==> src/rtl/rs_bank.sv <==
// rs_bank: reservation station for one functional unit of the Tomasulo core.
// Holds up to DEPTH waiting instructions, captures operands from the CDB and
// dispatches the oldest ready entry through a valid/ready handshake.
// Ports:
//   clk, nRST (sync, active-low), flush     - clock, reset, pipeline clear
//   in_valid/in_ready, in_op, in_v1/in_v2,  - issue-side allocation; in_tag is
//   in_q1/in_q2, in_tag                        the tag given to the accepted entry
//   cdb_valid, cdb_tag, cdb_data            - common data bus broadcast
//   out_valid/out_ready, out_op, out_v1,    - dispatch to the functional unit
//   out_v2, out_tag
//   count                                   - number of busy entries
module rs_bank #(
   parameter int unsigned DEPTH   = 4,
   parameter int unsigned DATA_W  = 32,
   parameter int unsigned TAG_W   = 4,
   parameter int unsigned OP_W    = 5,
   parameter int unsigned RS_BASE = 1
) (
   input  logic                         clk,
   input  logic                         nRST,
   input  logic                         flush,
   input  logic                         in_valid,
   output logic                         in_ready,
   input  logic [OP_W-1:0]              in_op,
   input  logic [DATA_W-1:0]            in_v1,
   input  logic [DATA_W-1:0]            in_v2,
   input  logic [TAG_W-1:0]             in_q1,
   input  logic [TAG_W-1:0]             in_q2,
   output logic [TAG_W-1:0]             in_tag,
   input  logic                         cdb_valid,
   input  logic [TAG_W-1:0]             cdb_tag,
   input  logic [DATA_W-1:0]            cdb_data,
   output logic                         out_valid,
   input  logic                         out_ready,
   output logic [OP_W-1:0]              out_op,
   output logic [DATA_W-1:0]            out_v1,
   output logic [DATA_W-1:0]            out_v2,
   output logic [TAG_W-1:0]             out_tag,
   output logic [$clog2(DEPTH+1)-1:0]   count
);

   localparam int unsigned CNT_W  = $clog2(DEPTH + 1);
   localparam int unsigned IDX_W  = $clog2(DEPTH);
   localparam int unsigned RANK_W = IDX_W;

   logic [DEPTH-1:0]  busy_q, busy_d;
   logic [OP_W-1:0]   op_q [DEPTH];
   logic [OP_W-1:0]   op_d [DEPTH];
   logic [TAG_W-1:0]  qj_q [DEPTH];
   logic [TAG_W-1:0]  qj_d [DEPTH];
   logic [TAG_W-1:0]  qk_q [DEPTH];
   logic [TAG_W-1:0]  qk_d [DEPTH];
   logic [DATA_W-1:0] vj_q [DEPTH];
   logic [DATA_W-1:0] vj_d [DEPTH];
   logic [DATA_W-1:0] vk_q [DEPTH];
   logic [DATA_W-1:0] vk_d [DEPTH];
   logic [RANK_W-1:0] rank_q [DEPTH];
   logic [RANK_W-1:0] rank_d [DEPTH];
   logic [CNT_W-1:0]  count_q, count_d;

   logic [DEPTH-1:0]  ready_c;
   logic              free_found_c;
   logic [IDX_W-1:0]  free_idx_c;
   logic              sel_found_c;
   logic [IDX_W-1:0]  sel_idx_c;
   logic [RANK_W-1:0] sel_rank_c;
   logic              alloc_c, disp_c, cdb_hit_c;
   logic [RANK_W-1:0] new_rank_c;

   // Lowest free slot and oldest ready entry, both from registered state only.
   always_comb begin
      ready_c      = '0;
      free_found_c = 1'b0;
      free_idx_c   = '0;
      sel_found_c  = 1'b0;
      sel_idx_c    = '0;
      sel_rank_c   = '0;
      for (int i = 0; i < DEPTH; i++) begin
         ready_c[i] = busy_q[i] && (qj_q[i] == '0) && (qk_q[i] == '0);
         if (!busy_q[i] && !free_found_c) begin
            free_found_c = 1'b1;
            free_idx_c   = IDX_W'(i);
         end
         if (ready_c[i] && (!sel_found_c || (rank_q[i] < sel_rank_c))) begin
            sel_found_c = 1'b1;
            sel_idx_c   = IDX_W'(i);
            sel_rank_c  = rank_q[i];
         end
      end
   end

   assign in_ready  = (count_q < CNT_W'(DEPTH));
   assign in_tag    = TAG_W'(RS_BASE) + TAG_W'(free_idx_c);
   assign out_valid = sel_found_c;
   assign out_op    = out_valid ? op_q[sel_idx_c] : '0;
   assign out_v1    = out_valid ? vj_q[sel_idx_c] : '0;
   assign out_v2    = out_valid ? vk_q[sel_idx_c] : '0;
   assign out_tag   = out_valid ? (TAG_W'(RS_BASE) + TAG_W'(sel_idx_c)) : '0;
   assign count     = count_q;

   assign alloc_c    = in_valid && in_ready;
   assign disp_c     = out_valid && out_ready;
   assign cdb_hit_c  = cdb_valid && (cdb_tag != '0);
   // New entry is youngest among the entries that survive this cycle.
   assign new_rank_c = RANK_W'(count_q - CNT_W'(disp_c));

   // Per-entry next state: CDB capture, dispatch/age compaction, allocation.
   always_comb begin
      busy_d  = busy_q;
      count_d = count_q;
      for (int i = 0; i < DEPTH; i++) begin
         op_d[i]   = op_q[i];
         qj_d[i]   = qj_q[i];
         qk_d[i]   = qk_q[i];
         vj_d[i]   = vj_q[i];
         vk_d[i]   = vk_q[i];
         rank_d[i] = rank_q[i];

         if (cdb_hit_c && busy_q[i] && (qj_q[i] == cdb_tag)) begin
            vj_d[i] = cdb_data;
            qj_d[i] = '0;
         end
         if (cdb_hit_c && busy_q[i] && (qk_q[i] == cdb_tag)) begin
            vk_d[i] = cdb_data;
            qk_d[i] = '0;
         end
         if (disp_c && busy_q[i] && (rank_q[i] > sel_rank_c)) begin
            rank_d[i] = rank_q[i] - RANK_W'(1);
         end
         if (disp_c && (IDX_W'(i) == sel_idx_c)) begin
            busy_d[i] = 1'b0;
         end
         // Free slot comes from registered state, so it never collides with dispatch.
         if (alloc_c && (IDX_W'(i) == free_idx_c)) begin
            busy_d[i] = 1'b1;
            op_d[i]   = in_op;
            rank_d[i] = new_rank_c;
            if (cdb_hit_c && (in_q1 == cdb_tag)) begin
               vj_d[i] = cdb_data;
               qj_d[i] = '0;
            end else begin
               vj_d[i] = in_v1;
               qj_d[i] = in_q1;
            end
            if (cdb_hit_c && (in_q2 == cdb_tag)) begin
               vk_d[i] = cdb_data;
               qk_d[i] = '0;
            end else begin
               vk_d[i] = in_v2;
               qk_d[i] = in_q2;
            end
         end
      end
      case ({alloc_c, disp_c})
         2'b10:   count_d = count_q + CNT_W'(1);
         2'b01:   count_d = count_q - CNT_W'(1);
         default: count_d = count_q;
      endcase
   end

   // State registers; reset and flush clear everything and win over all events.
   always_ff @(posedge clk) begin
      if (!nRST || flush) begin
         busy_q  <= '0;
         count_q <= '0;
         for (int i = 0; i < DEPTH; i++) begin
            op_q[i]   <= '0;
            qj_q[i]   <= '0;
            qk_q[i]   <= '0;
            vj_q[i]   <= '0;
            vk_q[i]   <= '0;
            rank_q[i] <= '0;
         end
      end else begin
         busy_q  <= busy_d;
         count_q <= count_d;
         for (int i = 0; i < DEPTH; i++) begin
            op_q[i]   <= op_d[i];
            qj_q[i]   <= qj_d[i];
            qk_q[i]   <= qk_d[i];
            vj_q[i]   <= vj_d[i];
            vk_q[i]   <= vk_d[i];
            rank_q[i] <= rank_d[i];
         end
      end
   end

   logic unused_c;
   assign unused_c = free_found_c;

endmodule

==> config.mk <==
export PLATFORM = sky130hd
export DESIGN_NAME = rs_bank
export DESIGN_NICKNAME = d
export VERILOG_FILES = /design/src/rtl/rs_bank.sv
export SDC_FILE = /design/constraint.sdc
export NUM_CORES = 1
export LEC_CHECK = 0
export CORE_AREA = 2 2 212 214
export DETAILED_ROUTE_END_ITERATION = 12
export DIE_AREA = 0 0 214 216
export PLACE_DENSITY = 0.64
export SYNTH_ARGS = -nofsm -noshare
export SYNTH_HDL_FRONTEND = slang
export SYNTH_SLANG_ARGS = --single-unit
==> constraint.sdc <==
create_clock -name clk -period 18.25 [get_ports clk]
set_clock_uncertainty 0.15 [all_clocks]
set_input_delay 5.475 -clock clk [delete_from_list [all_inputs] [get_ports clk]]
set_output_delay 5.475 -clock clk [all_outputs]
set_load 0.005 [all_outputs]
==> reports/metrics.yaml <==
synth-main-ff-cell: "edfxtp_1"
antenna_left: 0
finalSetupViolations: 0
grt_start_max_net_pins: 88
overflow: 0
yosys.cell_types.count: 48
setup_ws_ps: 4800
crit_required_ps: 12620
synth_area_leader_cell: "edfxtp_1"
start_kind: "flop"
dpl.hpwl_um: 35800
synth_edf_count: 276
cap_violations: 0
ir_drop_uv: 45.3
rsz0062_at_grt: "no"
max-slew-margin-rel_pct: 14.8
postCtsSetupBuffers: 0
finalSetupTns_ps: 0
core.rowCount: 77
drt-vias-per-instance: 5.60
ys_top_cells_by_area: "edfxtp_1, nand2_1, a21oi_1"
die_area_mm2: 0.0462
clkTransAtPathRegs_ps: 60
reg2reg_slack_ps: 10090
antenna_found_initial: 4
avgSynthCellArea_um2: 9.08
ys_warn_count: 0
p_int_mw: 1.33
io-pin-count: 201
async_flop_share_pct: 0
clk_path_buf_depth: 3
cts.hold.buffers_added: 0
clockRootBuffer: "clkbuf_16"
cts_sinks: 323
p_per_area_mw_per_mm2: 83.4
io_buffers: 198
status: "complete, no violations"
p_leak_nw: 8.33
yosysMostFrequentCell: "nand2_1"
synth-seq-cells: 323
h-tree-depth: 2
crit_type: "reg2out"
cts_resized: 0
p_switching_uw: 424
finish.utilization_pct: 47.9
cts_buffers: 37
ys_top_cells_by_count: "nand2_1, a21oi_1, edfxtp_1, o21ai_0, clkbuf_1"
fmax_ghz: 0.0744
gp_congestion: 0.853
grt_usage_pct: 24.8
crit_arrival_ps: 7820
syn_area_mm2: 0.0173
grtUsageMet1_pct: 33.0
min_path_type: "reg2reg"
worst_skew_pair.late_latency_ps: 550
grtUsageMet2_pct: 41.0
critPathCaptureType: "output pin"
slew_viol_final: 0
wl_um: 58200
vias: 14800
drive_gt1_share_pct: 5.52
top_usage_layer: "met2"
reg2regPathDepth: 25
drc_errors: 0
clkPwrFrac_pct: 42.4
worst_pin_slew_ps: 1270
path_max_fanout: 56
area_growth_pct: 21.2
synth_top_cell_area_share_pct: 47.9
drt_pass1_iterations: 6
finalCritPeriodShare_pct: 73.7
fin_crit_ps: 13450
hold_depth: 2
synthCells: 1907
p_comb_share_pct: 9.6
grt_first_pass_wirelength_um: 87600
p_seq_share_pct: 48.1
yosysSeqAreaShare_pct: 53.3
wire_per_inst_um: 22.1
start_util_pct: 39.5
hold_viol: 0
place_ws_ps: 5430
grt_pass1_vias: 14500
core-area_mm2: 0.0438
die_x_um: 214
met3_usage_pct: 4.10
die_y_um: 216
nets: 2159
drtIter0Drc: 1356
tritoncts: "yes"
power_switching_share_pct: 24.3
==> path summary, 6_finish.rpt <==
path,from,endpoint
worst max-delay path,busy_q[0],out_tag[1]
worst max register to register,busy_q[0],rank_q[2][1]
worst min-delay path,qk_q[2][3],qk_q[2][3]
worst min register to register,qk_q[2][3],qk_q[2][3]
==> stage by stage <==
| stage | std cells | instance area (um^2) | hold slack [ps] | total power, mW |
|---|---|---|---|---|
| after floorplan | 1908 | 17300 | 309 | 0.938 |
| after global placement | 2571 | 19800 | 325 | 1.02 |
| after detailed placement | 2571 | 19800 | 339 | 1.02 |
| after CTS | 2638 | 21000 | 347 | 1.76 |
| after global routing | 2638 | 21000 | 364 | 1.80 |
| final | 2639 | 21000 | 344 | 1.75 |
==> metal layers <==
metal,vias up,routed length [um],share of wire [%]
met5,-,32,0.055
met4,6,1400,2.4
met2,769,27400,47
li1,6840,-,-
met1,7071,24200,42
met3,99,5210,8.9
==> power groups by stage <==
stage | Clock (mW) | Sequential (mW) | Combinational (mW)
finish | 0.741 | 0.842 | 0.167
detailed placement | 0 | 0.857 | 0.166
global route | 0.774 | 0.844 | 0.181
floorplan | 0 | 0.854 | 0.0844
CTS | 0.749 | 0.842 | 0.167
global placement | 0 | 0.856 | 0.163
==> critical path, cell delays in order, from the launching register on <==
cell and delay [ps]:
dfxtp_1 420, or3b_2 520, nor3_2 310, nand2_1 100, ha_1 300, a21oi_1 90
o21ai_4 120, buf_4 590, nor2_1 90, a31oi_1 250, ha_1 280, nor3_1 320
a211o_4 500, mux2_2 420, ha_1 280, nor2_1 110, a21oi_1 90, a21oi_4 790
buf_4 620, or2_2 230, ha_1 220, and2_1 130, clkdlybuf4s50_1 430
==> cell type report <==
cell class / instances / area (um^2)
flip-flops and latches: 323 / 9230
multi-input cells: 1400 / 7520
inverters: 25 / 93.8
clock inverters: 19 / 190
clock buffers: 48 / 977
repair buffers: 231 / 2230
diodes: 1 / 2.50
well taps: 592 / 741
fillers: 4074 / 22900
==> cell families (layout without fill, tap and decap cells) <==
group                    Yosys count  count (layout)  synth area share [%]
XOR/XNOR                          47              47                  2.38
multiplexers                      72              72                  4.18
other                              1               3                0.0217
AO/OA/AOI/OAI                    490             490                  16.1
adder cells (fa/ha/maj)           22              22                  1.63
flip-flops                       323             323                  53.3
buffers and inverters            185             323                  4.66
AND/OR/NAND/NOR                  767             767                  17.8
==> layout by cell type (no fill, tap or decap), types with 10 or more instances in the layout <==
| cell type | n |
|---|---|
| clkbuf_16 | 37 |
| nor2_1 | 35 |
| mux2i_1 | 69 |
| o21ai_0 | 107 |
| ha_1 | 21 |
| clkinv_1 | 10 |
| xor2_1 | 11 |
| buf_4 | 33 |
| inv_1 | 25 |
| a21oi_1 | 274 |
| edfxtp_1 | 276 |
| clkdlybuf4s50_1 | 198 |
| nand4_1 | 11 |
| and3_1 | 23 |
| clkbuf_1 | 10 |
| nand2_1 | 658 |
| xnor2_1 | 36 |
| a22o_1 | 69 |
| dfxtp_1 | 47 |
==> registers in the layout, indices dropped and copies added, names as in the netlist <==
name and cells:
qk_q 16, rank_q 8, busy_q 4, op_q 20
vj_q 128, qj_q 16, count 3, vk_q 128
Power figures use the tool's default switching activity.
==> variant 1, RTL diff (same flow settings) <==
Put one more register stage on the output `count`. The value now appears one clock later. The other outputs are not delayed to match.
--- a/src/rtl/rs_bank.sv
+++ b/src/rtl/rs_bank.sv
@@ -97,5 +97,7 @@
    assign out_v2    = out_valid ? vk_q[sel_idx_c] : '0;
    assign out_tag   = out_valid ? (TAG_W'(RS_BASE) + TAG_W'(sel_idx_c)) : '0;
-   assign count     = count_q;
+   always_ff @(posedge clk) begin
+      count <= count_q;
+   end
 
    assign alloc_c    = in_valid && in_ready;
Formal check against the unedited RTL: not equivalent (Yosys sat finds a counterexample within 4 cycles, from zero or initial values).
==> variant 1 against the original RTL <==
  * Worst setup slack improved by 0.47 ns
  * Final area up 2.6%
  * Sequential cell count increased by 3
  * Power rose by 2.1%
  * Area after synthesis is 3.7% higher
  * Global-route usage grew 1.6 points
  * Clock power up 3.2%
  * Wire length increased by 6.8%
  * First-iteration DRC count increased by 0.15%
  * Largest power group unchanged
==> variant 1: results (changes against the original RTL) <==
relative slew slack 14.72% (-0.076 points); Post-synth top cells 591 x nand2_1, 281 x a21oi_1, 276 x edfxtp_1; wire length per cell 23.65 microns (+7.2%); placed cells 2556 (-0.58%); fillers 3990 (-2.1%); pin count of the biggest net entering global routing 57 (-35%); outcome finished clean; Hold WS 0.2361 ns (-0.1084 ns); WHS Endpoint count[0]$_DFF_P_; WL final 62120 microns (+6.8%); Leak 8.566 nW (+2.8%); share of post-route cells with drive strength above 1 9.552% (+4.0 points); Iteration-0 DRC Markers 1358 (+0.15%); post-synthesis sequential area ratio 51.74% (-1.6 points); worst min-delay path startpoint count_q[0]$_SDFFE_PP0P_; TritonRoute pass-1 iters 5 (-1); Crit-path slowest cell or2_4; Final #Nets 2145 (-0.65%); routed vias/inst 5.766 (+2.9%); initial antenna violation count 6 (+2); Cells after Synth 1891 (-0.84%); first-pass GRT wire length 92550 microns (+5.7%); GP Congestion 0.9006 (+5.6%); placed instance area 20320 sq um (+2.6%); Worst Hold Path Cells 0 (-2); Area contributors post-synth edfxtp_1 46%, nand2_1 12%, a21oi_1 7.8%, dfxtp_1 5.6%, mux2i_1 4.0%; crit-path max cell delay 0.83 ns (+0.04 ns); cts bufs inserted 38 (+2.7%)
[variant 1: cell types whose count changed after synthesis, moves of 11 or more]
| cell | unedited run | this run |
|---|---|---|
| a22o_1 | 69 | 0 |
| nand2_1 | 658 | 591 |
| mux2_2 | 3 | 56 |
| o21ai_0 | 107 | 55 |
| o2bb2ai_1 | 1 | 46 |
| a211oi_1 | 0 | 19 |
| and2_1 | 7 | 22 |
| o31ai_1 | 1 | 14 |
| clkbuf_1 | 86 | 97 |
| nor2_1 | 35 | 46 |
[variant 1: where the power goes]
group | leakage, nW | switching (mW) | internal [mW]
Sequential | 3.51 | 0.0100 | 0.838
Clock | 0.585 | 0.318 | 0.447
Combinational | 4.47 | 0.110 | 0.0636
[variant 1: kinds of logic after synthesis]
kind of cell | after synthesis | synth area share, %
buffers and inverters | 180 | 4.467
flip-flops | 326 | 51.74
multiplexers | 127 | 7.471
AO/OA/AOI/OAI | 456 | 15.26
other | 1 | 0.02089
adder cells (fa/ha/maj) | 22 | 1.575
AND/OR/NAND/NOR | 732 | 17.17
XOR/XNOR | 47 | 2.293
[variant 1: area by class of cell]
type                            count  share of cell area, %
Inverter                           24                 0.4184
Antenna cell                        4                0.04649
Clock buffer                       54                  4.933
Timing Repair Buffer              228                  10.25
Multi-Input combinational cell   1386                  37.11
Sequential cell                   326                  43.14
Tap cell                          592                  3.440
Clock inverter                     13                 0.6566
[variant 1: through the flow]
stage                     utilization, %  worst slack, ns
after detailed placement           46.35            5.956
final                              49.12            5.271
after global routing               49.12            4.857
after CTS                          49.10            5.331
after floorplan                        -            8.245
after global placement             46.35            6.063
[variant 1: worst max-delay path: cells and delay by family (launching register included)]
family	cells	cell delay [ns]
AO/OA/AOI/OAI	8	2.90
AND/OR/NAND/NOR	6	1.97
adder cells (fa/ha/maj)	3	0.91
buffers and inverters	2	0.61
flip-flops	1	0.35
[variant 1: how the worst max path moves through the flow]
stage	start	cells past startpoint	end
after detailed placement	qk_q[0][0]$_SDFFE_PP0P_	19	out_v1[0]
after global placement	qk_q[0][0]$_SDFFE_PP0P_	19	out_v2[16]
after CTS	qk_q[0][0]$_SDFFE_PP0P_	19	out_op[4]
after global routing	qk_q[0][0]$_SDFFE_PP0P_	19	out_v1[2]
after floorplan	qk_q[0][0]$_SDFFE_PP0P_	22	out_tag[1]
final	qk_q[0][0]$_SDFFE_PP0P_	19	out_v1[2]
[variant 1: per-layer routing]
| metal | global-route usage [%] | vias to the layer above | part of all wire (%) |
|---|---|---|---|
| li1 | - | 6851 | - |
| met1 | 34.81 | 7339 | 41 |
| met2 | 43.05 | 802 | 47 |
| met3 | 4.722 | 150 | 8.5 |
| met4 | 10.28 | 4 | 3.7 |
| met5 | 0 | - | 0.048 |
==> variant 2, RTL diff (same settings) <==
Made on the original files. Change the parameter `OP_W` from 5 to 10.
--- a/src/rtl/rs_bank.sv
+++ b/src/rtl/rs_bank.sv
@@ -14,5 +14,5 @@
    parameter int unsigned DATA_W  = 32,
    parameter int unsigned TAG_W   = 4,
-   parameter int unsigned OP_W    = 5,
+   parameter int unsigned OP_W    = 10,
    parameter int unsigned RS_BASE = 1
 ) (
Interface: changed (resized in_op and out_op); port bits go from 201 to 211. The function was not compared with the original's and may differ.
==> variant 2 against the original RTL <==
  * Sequential cell count up 20
  * Register-to-register slack better by 0.70 ns
  * Power up 3.5%
  * Wire length up 2.2%
  * Final area up 4.3%
  * Area after synthesis up 5.5%
  * Non-clock buffer count up 13
  * Worst setup slack better by 0.70 ns
  * Sequential share of layout area up 0.91 points
==> variant 2: results (changes against the original RTL) <==
outcome finished clean; Peak VDD IR 0.06083 mV (+34%); Crit Path Class flip-flop to output port; Unique masters post-synth 51 (+6.3%); crit path DAT 7.13 ns (-0.69 ns); cts bufs inserted 39 (+5.4%); pin count of the biggest net entering global routing 112 (+27%); I/O Buffers 208 (+5.1%); CP delay by family, top simple AND/OR/NAND/NOR gates; GR Util All Layers 25.11% (+0.35 points); Worst Hold Path Cells 2 (unchanged); clock root cell clkbuf_16; Hold WS 0.3449 ns (+0.0004450 ns); Final #Nets 2239 (+3.7%); Worst-Margin Slew 1.216 ns (-0.05696 ns); setup violators final 0 (unchanged); WHS Endpoint qj_q[0][1]$_SDFFE_PP0P_; Largest regs vj_q (128), vk_q (128), op_q (40); Detail Placement HPWL 36530 microns (+2.2%); share of post-route cells with drive strength above 1 5.388% (-0.14 points); Crit-path slowest cell buf_4; Post-synth EDFFs 296 (+7.2%); crit-path max cell delay 0.74 ns (-0.05 ns); clock-pin slew on the worst setup and hold paths 0.05 ns; WL final 59470 microns (+2.2%); Post-synth ARST share 0% (unchanged); Post-synth top cells 663 x nand2_1, 296 x edfxtp_1, 282 x a21oi_1; R2R Path End rank_q[2][1]$_SDFFE_PP0P_; reg-to-reg slack, setup 10.79 ns (+0.70 ns); worst min-delay path startpoint qj_q[0][1]$_SDFFE_PP0P_; CTS resizes 0 (unchanged); vias in the first global route 15.07k (+3.6%); HP Class flip-flop to flip-flop; later-pin clock latency in the skew report 0.55 ns (about the same); Longest Clk Path Bufs 3 (unchanged); MaxCap Viol Count 0 (unchanged); Synth Warn # 0 (unchanged); reg2reg start qk_q[0][0]$_SDFFE_PP0P_; Area contributors post-synth edfxtp_1 49%, nand2_1 14%, a21oi_1 7.7%, dfxtp_1 5.2%, mux2i_1 4.1%; TritonRoute pass-1 iters 6 (unchanged); Post-CTS Setup Repair Bufs 0 (unchanged); H-tree levels 2 (unchanged); initial antenna violation count 4 (unchanged); Crit Path Max Fanout 80 (+43%); Iteration-0 DRC Markers 1616 (+19%); GP Congestion 0.8654 (+1.4%); Most used DFF post-synth edfxtp_1; crit path to out_tag[1]; routed vias/inst 5.671 (+1.2%); first-pass GRT wire length 89330 microns (+2.0%); FF-to-FF path depth 25 (unchanged); Leak 8.806 nW (+5.6%); post-synthesis sequential area ratio 53.83% (+0.52 points); max-slew violation count 0 (unchanged)
==> variant 2: logic make-up after synthesis <==
family                   Yosys count  synth area share (%)
AND/OR/NAND/NOR                  792                 17.60
AO/OA/AOI/OAI                    500                 15.68
flip-flops                       343                 53.83
buffers and inverters            193                 4.810
multiplexers                      77                 4.262
XOR/XNOR                          47                 2.254
adder cells (fa/ha/maj)           22                 1.548
other                              1               0.02054
==> variant 2: area by class of cell <==
type                            instances  area, sq um
Tap cell                              592        740.7
Multi-Input combinational cell       1440         7704
Timing Repair Buffer                  244         2352
Inverter                               25        93.84
Clock inverter                         10        71.32
Sequential cell                       343         9829
Antenna cell                            2        5.005
Clock buffer                           54         1095
Fill cell                            4051        21940
==> variant 2: where the power goes <==
group	switching, mW	internal (mW)	leakage, nW
registers	0.0109	0.884	3.71
clock network	0.314	0.430	0.568
logic	0.111	0.0619	4.53
==> variant 2: through the flow <==
stage | power (mW) | std cells | setup slack, ns | util [%] | instance area [sq um]
2_1_floorplan | 0.9965 | 1976 | 7.938 | - | 18270
3_3_place_gp | 1.079 | 2644 | 6.208 | 47.27 | 20720
4_1_cts | 1.818 | 2708 | 5.463 | 49.93 | 21890
6_report | 1.812 | 2710 | 5.498 | 49.94 | 21890
5_1_grt | 1.863 | 2710 | 5.045 | 49.94 | 21890
3_5_place_dp | 1.082 | 2644 | 6.053 | 47.27 | 20720
==> variant 2: layer usage <==
| metal | global-route usage [%] | vias to the layer above | share of wire (%) |
|---|---|---|---|
| met5 | 0 | - | 0.055 |
| met4 | 8.834 | 4 | 2.7 |
| met3 | 4.355 | 100 | 8.9 |
| met2 | 42.55 | 738 | 49 |
| met1 | 32.40 | 7429 | 39 |
| li1 | - | 7098 | - |
